## src/rtl/waveform_buffer_reader.sv

```systemverilog
// waveform_buffer_reader: pops an event header, walks the waveform buffer from start to stop
// (with wrap) and streams the samples with sof/eof tags, flagging stored end-of-event mismatches.
module waveform_buffer_reader #(
  parameter int P_DATA_WIDTH = 28,
  parameter int P_ADR_WIDTH  = 15,
  parameter int P_HDR_WIDTH  = 87,
  parameter int P_RD_LATENCY = 2
) (
  input  logic                    clk,
  input  logic                    rst,
  input  logic                    en,
  input  logic                    hdr_empty,
  input  logic [P_HDR_WIDTH-1:0]  hdr_data_out,
  output logic                    hdr_rdreq,
  output logic [P_ADR_WIDTH-1:0]  wvb_rd_addr,
  input  logic [P_DATA_WIDTH-1:0] wvb_data_out,
  output logic [P_HDR_WIDTH-1:0]  out_hdr,
  output logic [P_DATA_WIDTH-1:0] out_data,
  output logic                    out_valid,
  input  logic                    out_ready,
  output logic                    out_sof,
  output logic                    out_eof,
  output logic                    busy,
  output logic                    eoe_err
);
  localparam int D  = P_RD_LATENCY + 2;
  localparam int IW = $clog2(D);
  localparam int CW = $clog2(D + 1);
  localparam logic [2:0] S_IDLE  = 3'd0;
  localparam logic [2:0] S_POP   = 3'd1;
  localparam logic [2:0] S_CAP   = 3'd2;
  localparam logic [2:0] S_READ  = 3'd3;
  localparam logic [2:0] S_DRAIN = 3'd4;

  logic [2:0]              r_state;
  logic [P_HDR_WIDTH-1:0]  r_hdr;
  logic [P_ADR_WIDTH-1:0]  r_rd_ptr;
  logic [P_ADR_WIDTH:0]    r_remaining;
  logic                    r_first;
  logic                    r_eoe_err;
  logic [P_RD_LATENCY-1:0] r_vld;
  logic [P_RD_LATENCY-1:0] r_tf;
  logic [P_RD_LATENCY-1:0] r_tl;
  logic [P_DATA_WIDTH+1:0] r_mem [D];
  logic [IW-1:0]           r_wr_idx;
  logic [IW-1:0]           r_rd_idx;
  logic [CW-1:0]           r_count;

  logic [P_ADR_WIDTH-1:0]  w_start;
  logic [P_ADR_WIDTH-1:0]  w_stop;
  logic [CW-1:0]           w_inflight;
  logic                    w_credit;
  logic                    w_issue;
  logic                    w_last_issue;
  logic                    w_wr;
  logic                    w_pop;
  logic                    w_eoe_bad;
  logic [P_DATA_WIDTH+1:0] w_rd_word;
  logic [2:0]              w_next;

  assign w_start      = hdr_data_out[P_ADR_WIDTH-1:0];
  assign w_stop       = hdr_data_out[2*P_ADR_WIDTH-1:P_ADR_WIDTH];
  assign hdr_rdreq    = r_state == S_POP;
  assign busy         = r_state != S_IDLE;
  assign wvb_rd_addr  = r_rd_ptr;
  assign out_hdr      = r_hdr;
  assign eoe_err      = r_eoe_err;

  always_comb begin
    w_inflight = '0;
    for (int i = 0; i < P_RD_LATENCY; i++) w_inflight = w_inflight + CW'(r_vld[i]);
  end

  // Reserving FIFO space for every read in flight keeps the output FIFO from overflowing.
  assign w_credit     = ({1'b0, w_inflight} + {1'b0, r_count}) < (CW+1)'(D);
  assign w_issue      = (r_state == S_READ) && w_credit;
  assign w_last_issue = w_issue && (r_remaining == (P_ADR_WIDTH+1)'(1));
  assign w_wr         = r_vld[P_RD_LATENCY-1];
  assign w_rd_word    = r_mem[r_rd_idx];
  assign out_valid    = r_count != '0;
  assign out_data     = w_rd_word[P_DATA_WIDTH+1:2];
  assign out_sof      = out_valid && w_rd_word[1];
  assign out_eof      = out_valid && w_rd_word[0];
  assign w_pop        = out_valid && out_ready;
  assign w_eoe_bad    = w_wr && (wvb_data_out[0] != r_tl[P_RD_LATENCY-1]);

  always_comb begin
    w_next = r_state == S_IDLE  ? ((en && !hdr_empty) ? S_POP : S_IDLE) :
             r_state == S_POP   ? S_CAP :
             r_state == S_CAP   ? S_READ :
             r_state == S_READ  ? (w_last_issue ? S_DRAIN : S_READ) :
             r_state == S_DRAIN ? ((w_pop && out_eof) ? S_IDLE : S_DRAIN) : S_IDLE;
  end

  always_ff @(posedge clk or negedge rst) begin
    if (!rst) begin
      r_state     <= S_IDLE;
      r_hdr       <= '0;
      r_rd_ptr    <= '0;
      r_remaining <= '0;
      r_first     <= 1'b0;
      r_eoe_err   <= 1'b0;
      r_vld       <= '0;
      r_tf        <= '0;
      r_tl        <= '0;
    end else begin
      r_state <= w_next;
      if (r_state == S_CAP) begin
        r_hdr       <= hdr_data_out;
        r_rd_ptr    <= w_start;
        r_remaining <= {1'b0, w_stop - w_start} + (P_ADR_WIDTH+1)'(1);
        r_first     <= 1'b1;
      end else if (w_issue) begin
        r_rd_ptr    <= r_rd_ptr + P_ADR_WIDTH'(1);
        r_remaining <= r_remaining - (P_ADR_WIDTH+1)'(1);
        r_first     <= 1'b0;
      end
      r_vld <= (r_vld << 1) | P_RD_LATENCY'(w_issue);
      r_tf  <= (r_tf << 1) | P_RD_LATENCY'(w_issue && r_first);
      r_tl  <= (r_tl << 1) | P_RD_LATENCY'(w_last_issue);
      if (w_eoe_bad) r_eoe_err <= 1'b1;
    end
  end

  // First-word-fall-through output FIFO carrying {sample, sof, eof}.
  always_ff @(posedge clk or negedge rst) begin
    if (!rst) begin
      for (int i = 0; i < D; i++) r_mem[i] <= '0;
      r_wr_idx <= '0;
      r_rd_idx <= '0;
      r_count  <= '0;
    end else begin
      if (w_wr) begin
        r_mem[r_wr_idx] <= {wvb_data_out, r_tf[P_RD_LATENCY-1], r_tl[P_RD_LATENCY-1]};
        r_wr_idx        <= (r_wr_idx == IW'(D-1)) ? '0 : r_wr_idx + IW'(1);
      end
      if (w_pop) r_rd_idx <= (r_rd_idx == IW'(D-1)) ? '0 : r_rd_idx + IW'(1);
      r_count <= r_count + CW'(w_wr) - CW'(w_pop);
    end
  end
endmodule

```

## config.mk

```make
export PLATFORM = sky130hd
export DESIGN_NAME = waveform_buffer_reader
export DESIGN_NICKNAME = d
export VERILOG_FILES = /design/src/rtl/waveform_buffer_reader.sv
export SDC_FILE = /design/constraint.sdc
export NUM_CORES = 1
export LEC_CHECK = 0
export ABC_AREA = 1
export BUFFER_PORTS_ARGS = -buffer_cell sky130_fd_sc_hd__buf_2
export CELL_PAD_IN_SITES_DETAIL_PLACEMENT = 1
export CELL_PAD_IN_SITES_GLOBAL_PLACEMENT = 1
export CORE_MARGIN = 5
export CORE_UTILIZATION = 37
export DETAILED_ROUTE_END_ITERATION = 12
export GPL_ROUTABILITY_DRIVEN = 0
export PLACE_DENSITY = 0.76
export SLEW_MARGIN = 40
export SYNTH_ARGS = -nofsm -noshare
export SYNTH_HDL_FRONTEND = slang
export SYNTH_SLANG_ARGS = --single-unit
```

## constraint.sdc

```tcl
create_clock -name clk -period 2.2 [get_ports clk]
set_clock_uncertainty 0.05 [all_clocks]
set_input_delay 0 -clock clk [delete_from_list [all_inputs] [get_ports clk]]
set_output_delay 0 -clock clk [all_outputs]
set_load 0.02 [all_outputs]
```

==> flow_summary.toml <==
[synthesis]
synth_area_leaders = "dfrtp_1 51%, nand2_1 16%, o21ai_0 7.9%, inv_1 3.8%, nor2_1 3.3%"
synthTopCellsByCount = "533 x nand2_1, 256 x dfrtp_1, 197 x o21ai_0"
ys_seq_area_share_pct = 51.16
synth_area_leader_cell = "dfrtp_1"
synth_top_area_share_pct = 51.16
synth_edf_count = 0
async_flop_share_pct = 100.0
yosysMostFrequentCell = "nand2_1"
synthFlopType = "dfrtp_1"
netlist_area_sq_mm = 0.01252
synth-seq-cells = 256
ys_warn_count = 0
ys_types = 45
syn_area_per_cell_sq_um = 8.031
synth_nets = 1708
syn-instance-count = 1559

[clock_network]
cts_sinks = 256
ctsRootBufferMaster = "clkbuf_16"
clockBufferDepth = 3
cts_made_buffers = 29
htreeDepth = 1
cts_tree = "done"
path_clk_slew_ns = 0.06
insertion_delay_ns = 0.55

[routing]
route.detailed.drc = 0
detailroute.via_count = 11990
viasPerCell = 4.967
drtAntennaViolNets = 0
drt_wl_total_um = 42530
first_pass_iters = 4
drt_iter0_drc = 387
avgRoutedWirePerCell_um = 17.63

[critical_path]
cp-end-kind = "flop"
worstPathMaxFanout = 6
rr_startpoint = "r_count[0]$_DFF_PN0_"
critical_path_class = "input port to flop"
critPathArrivalTime_ns = 2.49
rr_endpoint = "r_remaining[7]$_DFFE_PN0P_"
r2r_slack_ns = 0.13
cp_top_family = "buffers and inverters"
reg2regPathDepth = 12
path_buf_inv = 4
cp_data_required_time_ns = 2.56
critPathSlowestCell = "dlygate4sd3_1"
cpPeakStageDelay_ns = 0.55
start_kind = "input port"
crit_chain = "dlygate4sd3_1 > buf_2 > inv_1 > ha_2 > nand2_2 > inv_1 > a21oi_2 > nand3_1 > nand2_2 > nand2_4 > nor2_2 > nand2_1 > nor2_2 > xor2_1 > a21oi_1"

[power_and_ir_drop]
p_sw_mw = 11.30
power.density_mw_per_mm2 = 1493
max-vdd-ir-drop_mv = 0.7168
clkPwrFrac_pct = 19.6
p_sw_share_pct = 44.56
p_leak_nw = 8.704
seqPwrFrac_pct = 33.5
p_int_mw = 14.06
pwr-share-comb_pct = 47.0

[sta]
setup_tns_ns = 0
maxSlewHeadroom_pct = 62.18
whs_ns = 0.001146
setup_viol = 0
min_period_over_period_pct = 96.58
period_needed_ns = 2.125
fmax_mhz = 470.7
worstMarginPinSlew_ns = 0.5672
setup_ws_ns = 0.07532
slew_violations = 0
hold_viol = 0

[place]
postPlaceCellArea_sq_mm = 0.01453
port_buffers = 255
place_inst = 2233
dp_hpwl_um = 27710
place_worst_setup_slack_ns = -0.06123

[worst_hold_path]
min-delay-path-class = "input port to async pin"

[die]
ios = 256
die_x_um = 194.0
fp.coreArea_sq_mm = 0.03345
dieArea_sq_mm = 0.03762
num_rows = 67
initial_utilization_pct = 37.43
die_h_um = 194.0

[run_status]
status = "finished clean"

[grt]
grt_first_pass_wirelength_um = 69780
gr-usage-met2_pct = 38.13
busiest_layer = "met2"
track_usage_pct = 21.99
antenna_found_initial = 2
grt.overflow.total = 0
grt_max_degree = 67
use_met1_pct = 28.16
grt.met3_usage_pct = 4.848
grt_pass1_vias = 13240

[finish]
final_cells = 2413
multi_input_area_sq_mm = 0.005529
fin_area_sq_mm = 0.01699
nFillCells = 4025
drive_above_1_share_pct = 22.92
fin_nets = 2091
synthToLayoutAreaGrowth_pct = 35.67
seq_area_sq_mm = 0.006406

[run]
drv_cap = 0
-- state kept, by name, summed over array words and instances, names as in the netlist, 2 cells and up --
signal	flops
r_remaining	16
r_count	3
r_tl	2
r_tf	2
r_mem	120
r_vld	2
r_wr_idx	2
out_hdr	87
r_state	3
r_rd_idx	2
wvb_rd_addr	15
-- worst max-delay path by stage --
| stage | slack [ns] | endpoint | from | cells after the start |
|---|---|---|---|---|
| after CTS | 0.001 | r_remaining[10]$_DFFE_PN0P_ | r_count[0]$_DFF_PN0_ | 11 |
| final | 0.08 | r_remaining[11]$_DFFE_PN0P_ | hdr_data_out[6] | 15 |
| after floorplan | 0.002 | r_count[2]$_DFF_PN0_ | r_count[1]$_DFF_PN0_ | 10 |
| after global routing | -0.03 | r_remaining[13]$_DFFE_PN0P_ | hdr_data_out[4] | 19 |
| after detailed placement | -0.06 | r_remaining[14]$_DFFE_PN0P_ | hdr_data_out[15] | 16 |
| after global placement | -0.04 | r_remaining[14]$_DFFE_PN0P_ | hdr_data_out[15] | 16 |
-- layout by cell type (no fill, tap or decap), types with 8 or more instances in the layout --
| master | count |
|---|---|
| a21oi_1 | 21 |
| buf_12 | 11 |
| buf_2 | 254 |
| buf_4 | 35 |
| clkbuf_16 | 29 |
| clkinv_2 | 9 |
| dfrtp_1 | 256 |
| dlygate4sd3_1 | 121 |
| ha_1 | 18 |
| inv_1 | 125 |
| nand2_1 | 526 |
| nand2_2 | 24 |
| nand3_1 | 42 |
| nand3_2 | 8 |
| nand4_1 | 10 |
| nor2_1 | 103 |
| nor2_2 | 15 |
| nor3_1 | 8 |
| o211ai_1 | 9 |
| o21ai_0 | 196 |
| o22ai_1 | 28 |
| xor2_1 | 21 |
-- cell families after synthesis --
| kind of cell | share of synthesized area [%] |
|---|---|
| AND/OR/NAND/NOR | 25.27 |
| AO/OA/AOI/OAI | 12.30 |
| flip-flops | 51.16 |
| XOR/XNOR | 1.819 |
| buffers and inverters | 6.425 |
| adder cells (fa/ha/maj) | 3.018 |
-- metal layers --
layer | wire length [um] | up-vias
met5 | 0 | -
met2 | 20970 | 291
met3 | 2421 | 64
li1 | - | 5768
met4 | 930 | 0
met1 | 18210 | 5862
-- through the flow --
stage	util, %	power [mW]
2_1_floorplan	-	15.52
3_3_place_gp	43.44	19.35
3_5_place_dp	43.44	19.82
4_1_cts	50.00	25.19
5_1_grt	50.79	27.30
6_report	50.79	25.37
-- cell type report --
type / instances / area share [%]
flip-flops and latches: 256 / 37.71
multi-input cells: 1099 / 32.55
repair buffers: 424 / 17.68
clock buffers: 39 / 4.905
well taps: 448 / 3.300
inverters: 132 / 2.968
clock inverters: 13 / 0.8618
diodes: 2 / 0.02946
-- timing repair --
action / in CTS / in global routing
buffers inserted: 0 / 5
resized for setup: 1 / 59
pin swaps: 0 / 12
setup endpoints to repair: 1 / 18
hold buffers: 121 / 0
endpoints found under the hold margin: 477 / 0
-- power groups by stage --
stage | combinational (mW) | sequential, mW | clock [mW]
floorplan | 6.20 | 9.32 | 0
global placement | 11.0 | 8.36 | 0
detailed placement | 11.4 | 8.44 | 0
CTS | 11.6 | 8.44 | 5.11
global route | 13.2 | 8.79 | 5.31
finish | 11.9 | 8.49 | 4.96
No activity file was read; power rests on OpenSTA's default activity.
